### config.mk
export PLATFORM = sky130hd
export DESIGN_NAME = pixel_streamer
export DESIGN_NICKNAME = d
export VERILOG_FILES = /design/src/rtl/pixel_streamer.sv
export SDC_FILE = /design/constraint.sdc
export NUM_CORES = 1
export LEC_CHECK = 0
export ABC_AREA = 1
export CAP_MARGIN = 20
export CORE_MARGIN = 5
export CORE_UTILIZATION = 40
export DETAILED_ROUTE_END_ITERATION = 8
export GPL_TIMING_DRIVEN = 0
export SLEW_MARGIN = 10
export SYNTH_ARGS = -nofsm -noshare
export SYNTH_HDL_FRONTEND = slang
export SYNTH_SLANG_ARGS = --single-unit
### constraint.sdc
create_clock -name clk -period 1.8 [get_ports clk]
set_input_delay 0.36 -clock clk [delete_from_list [all_inputs] [get_ports clk]]
set_output_delay 0.36 -clock clk [all_outputs]
set_load 0.01 [all_outputs]
### src/rtl/pixel_streamer.sv
// Pixel streamer: buffers escape counts as colours and emits a raster stream.
// Optional macro PIXEL_STREAMER_PALETTE_EN selects a 16-entry palette over greyscale.
module pixel_streamer #(
    parameter int H_PIXELS   = 640,
    parameter int V_PIXELS   = 480,
    parameter int MAX_ITER   = 255,
    parameter int FIFO_DEPTH = 4
) (
    input  logic        clk,
    input  logic        rst,
    input  logic        en,
    input  logic [7:0]  iter_count,
    input  logic        iter_valid,
    output logic        iter_ready,
    output logic [23:0] pix_data,
    output logic        pix_valid,
    input  logic        pix_ready,
    output logic        pix_sof,
    output logic        pix_eol,
    output logic        frame_done
);

    localparam int          AW      = $clog2(FIFO_DEPTH);
    localparam logic [AW:0] FULL    = (AW+1)'(FIFO_DEPTH);
    localparam logic [9:0]  X_LAST  = 10'(H_PIXELS - 1);
    localparam logic [9:0]  Y_LAST  = 10'(V_PIXELS - 1);
    localparam logic [7:0]  ITER_IN = 8'(MAX_ITER);

    logic [23:0]   mem [FIFO_DEPTH];
    logic [AW-1:0] wr_ptr;
    logic [AW-1:0] rd_ptr;
    logic [AW:0]   count;
    logic          live;
    logic [9:0]    x;
    logic [9:0]    y;
    logic [23:0]   colour;
    logic          push;
    logic          pop;

    // live keeps iter_ready low through reset and until the first cycle after it
    assign iter_ready = en && live && (count < FULL);
    assign pix_valid  = (count != '0);
    assign push       = iter_valid && iter_ready;
    assign pop        = pix_valid && pix_ready;

`ifdef PIXEL_STREAMER_PALETTE_EN
    logic [23:0] palette [16];

    always_comb begin
        for (int i = 0; i < 16; i++) begin
            palette[i] = {4'(i), 4'h0, ~{4'(i), 4'h0}, 8'h80};
        end
    end

    always_comb begin
        colour = palette[iter_count[3:0]];
        if (iter_count == ITER_IN) colour = '0;
    end
`else
    always_comb begin
        colour = {3{iter_count}};
        if (iter_count == ITER_IN) colour = '0;
    end
`endif

    always_ff @(posedge clk) begin
        if (push) mem[wr_ptr] <= colour;
    end

    always_ff @(posedge clk) begin
        if (rst) begin
            wr_ptr     <= '0;
            rd_ptr     <= '0;
            count      <= '0;
            live       <= 1'b0;
            x          <= '0;
            y          <= '0;
            frame_done <= 1'b0;
        end else begin
            live       <= 1'b1;
            frame_done <= pop && (x == X_LAST) && (y == Y_LAST);
            if (push) wr_ptr <= wr_ptr + 1'b1;
            if (pop)  rd_ptr <= rd_ptr + 1'b1;
            unique case ({push, pop})
                2'b10:   count <= count + 1'b1;
                2'b01:   count <= count - 1'b1;
                default: count <= count;
            endcase
            if (pop) begin
                if (x == X_LAST) begin
                    x <= '0;
                    y <= (y == Y_LAST) ? '0 : y + 1'b1;
                end else begin
                    x <= x + 1'b1;
                end
            end
        end
    end

    assign pix_data = pix_valid ? mem[rd_ptr] : '0;
    assign pix_sof  = pix_valid && (x == '0) && (y == '0);
    assign pix_eol  = pix_valid && (x == X_LAST);

endmodule

==> summary.txt <==
H-tree lvl count: 3
fin worst setup slack: -0.2106 ns
number of synthesized flops with an enable pin: 32
reg-to-reg startpoint: count[1]
worst-margin pin slew: 0.7099 ns
VDD IR max: 0.0004976 V
CTS Buffer Depth: 2
vias per std cell: 4.792
worst-path maximum fanout: 5
Tightest Hold Check Type: register to register
Post-Syn Area: 3206 um2
routed len/inst: 13.62 um
final setup vio count: 24
Slew headroom: 52.50%
final hold violation count: 0
CTS tree: built
fmax: 0.4974 GHz
violated checks: negative setup slack
unrepaired setup endpoints after global routing: true
sequential share of power: 35.9%
cell taking the most area after synthesis: edfxtp_1
crit path kind: register to output pin
dominant synthesized flop cell: edfxtp_1
Reg clk slew, reported paths: 0.07 ns
Mean Syn Cell Area: 8.054 um2
flops & latches, synth: 63
dpl cells: 541
clock power share: 34.3%
internal power: 3165 uW
NetSw: 1272 uW
CTS Buf Count: 9
Worst-Skew Late Latency: 0.34 ns
largest net degree at the start of global routing: 13
pwr/cell area: 999.4 nW/um2
Worst Clk Skew: 0.008696 ns
drt total wl: 7.857 mm
Inserted Diodes: 0
leakage: 0.001860 uW
Yosys Warn Count: 0
CTS sink cnt: 63
Req. time, crit path: 1.44 ns
status: complete, but fails checks
boundary pin count: 42
# nets final: 493
syn nets: 421
hold-fix buffer count after cts: 0
Max Cap Viol: 0
DR vias: 2765
ys async rst share: 0%
WHS: 0.4837 ns
Synth top cells by count: 82 x nor2_1, 68 x nand2_1, 51 x inv_1
r2r setup slk: 0.07 ns
GP Congestion: 0.9174
initial antenna violation count: 0
crit path DAT: 1.65 ns
Starting Density: 41.27%
HPWL after DPL: 5.226 mm
DRT iter0 DRCs: 104
post-synthesis sequential area ratio: 49.34%
vias in the first global route: 2803
Net Sw Frac: 28.67%
IO Port Bufs: 41
Post-Route Setup TNS: -2.492 ns
period utilisation layout: 111.7%
Antenna Nets Post-Route: 0
worst r2r path cells: 10
Die Wd: 99.52 um
Tmin final: 2.011 ns
Syn Inst Count: 398
CTS Root Cell: clkbuf_8
Slew Viols, Final: 0
Setup crit end kind: output pin
Global Route Usage Sum: 16.64%
Setup crit start kind: register
combinational power share: 29.8%
Critical R2R Capture: count[1]
Layout Utilization: 57.17%
Synth top area share: 29.98%
GR Overflow Total: 0
Min-Delay Path Depth: 1
die height: 99.52 um
DRC: 0
hold_sp: rd_ptr[0]
hold path endpoint: rd_ptr[0]
area delta synth->final: 38.52%
largest cells by area after synthesis: edfxtp_1 30%, dfxtp_1 19%, nor2_1 9.6%, nand2_1 8.0%, inv_1 6.0%
DR pass1 iterations: 4
share of cells above drive strength 1: 32.21%
die area: 9904 um2
most frequent cell after synthesis: nor2_1
Rows: 32
synth unique cells: 30
Core ar.: 7767 um2
non-filler instance count after layout: 577
first-pass GRT wire length: 13.08 mm
## power groups by stage
stage | Clock, uW | Combinational [uW] | Sequential (uW)
global route | 1610 | 1440 | 1600
CTS | 1540 | 1310 | 1590
detailed placement | 0 | 996 | 1610
global placement | 0 | 980 | 1600
floorplan | 0 | 543 | 1600
finish | 1520 | 1320 | 1590
## cells by family (layout without fill, tap and decap cells)
family                   after synthesis  after routing  share of synthesized area (%)
XOR/XNOR                               4              4                          1.093
AO/OA/AOI/OAI                         55             55                          8.665
flip-flops                            63             63                          49.34
AND/OR/NAND/NOR                      187            188                          25.06
buffers and inverters                 79            155                          11.71
adder cells (fa/ha/maj)               10             10                          4.137
## final cells by class
class | count | area (um2)
Buffer | 21 | 195.2
Inverter | 55 | 227.7
Fill cell | 708 | 3327
Clock buffer | 9 | 123.9
Timing Repair Buffer | 62 | 581.8
Sequential cell | 63 | 1609
Tap cell | 102 | 127.6
Timing Repair inverter | 1 | 8.758
Multi-Input combinational cell | 257 | 1446
Clock inverter | 7 | 120.1
## flip-flops by register name (all words and copies together) (netlist names), named ones only
signal / cells
frame_done: 1
count: 3
rd_ptr: 2
x: 10
wr_ptr: 2
mem: 32
y: 10
live: 1
## layer usage
layer	wire length, um	global-route usage [%]
met2	4016	29.70
met3	403	3.156
met5	0	0
met1	3348	19.52
met4	89	6.828
## cell usage in the layout, fill, tap and decap left out, types with 3 or more instances in the layout
cell | netlist | layout
a21oi_1 | 27 | 18
a21oi_2 | 0 | 9
buf_2 | 3 | 9
buf_4 | 16 | 29
buf_6 | 2 | 25
bufinv_16 | 0 | 3
clkbuf_8 | 0 | 9
clkdlybuf4s50_1 | 0 | 12
clkinv_4 | 0 | 3
dfxtp_1 | 31 | 19
dfxtp_2 | 0 | 7
dfxtp_4 | 0 | 5
edfxtp_1 | 32 | 32
ha_1 | 9 | 7
inv_1 | 51 | 47
inv_2 | 3 | 3
inv_6 | 0 | 3
nand2_1 | 68 | 66
nand2_2 | 2 | 3
nand2_4 | 1 | 3
nand3_1 | 14 | 14
nand4_1 | 7 | 7
nor2_1 | 82 | 62
nor2_2 | 1 | 13
nor2_4 | 2 | 10
nor3_1 | 4 | 4
o21ai_0 | 26 | 8
o21ai_1 | 1 | 16
xor2_1 | 3 | 3
## how the worst max path moves through the flow
| stage | start | end | slack, ns | depth (start not counted) |
|---|---|---|---|---|
| floorplan | en | count[1] | 0.003 | 9 |
| CTS | register | pix_data[11] | -0.19 | 9 |
| finish | register | pix_data[11] | -0.21 | 9 |
| detailed placement | register | pix_data[11] | -0.62 | 7 |
| global placement | register | pix_data[21] | -0.60 | 7 |
| global route | register | pix_data[11] | -0.30 | 9 |
## timing repair
| item | CTS | global route |
|---|---|---|
| pin swaps | 21 | 26 |
| gates cloned | 3 | 0 |
| endpoints found under the setup margin | 62 | 45 |
| buffers inserted | 19 | 2 |
| gates resized for setup | 202 | 36 |
## metrics by stage
step / cell area (um2) / total power (uW) / setup slack [ns]
floorplan: 3208 / 2143 / 0.002617
global placement: 3746 / 2583 / -0.6010
detailed placement: 3746 / 2601 / -0.6244
finish: 4441 / 4438 / -0.2106
CTS: 4362 / 4436 / -0.1940
global route: 4441 / 4647 / -0.3038
## worst max-delay path, stage by stage (launching register included)
cell and delay (ns):
dfxtp_2 0.33, buf_8 0.13, buf_8 0.13, nor2_4 0.04
nor2_4 0.12, o21ai_4 0.08, a21oi_2 0.16, buf_4 0.15
buf_6 0.09, buf_6 0.09
No activity file was read; power rests on OpenSTA's default activity.
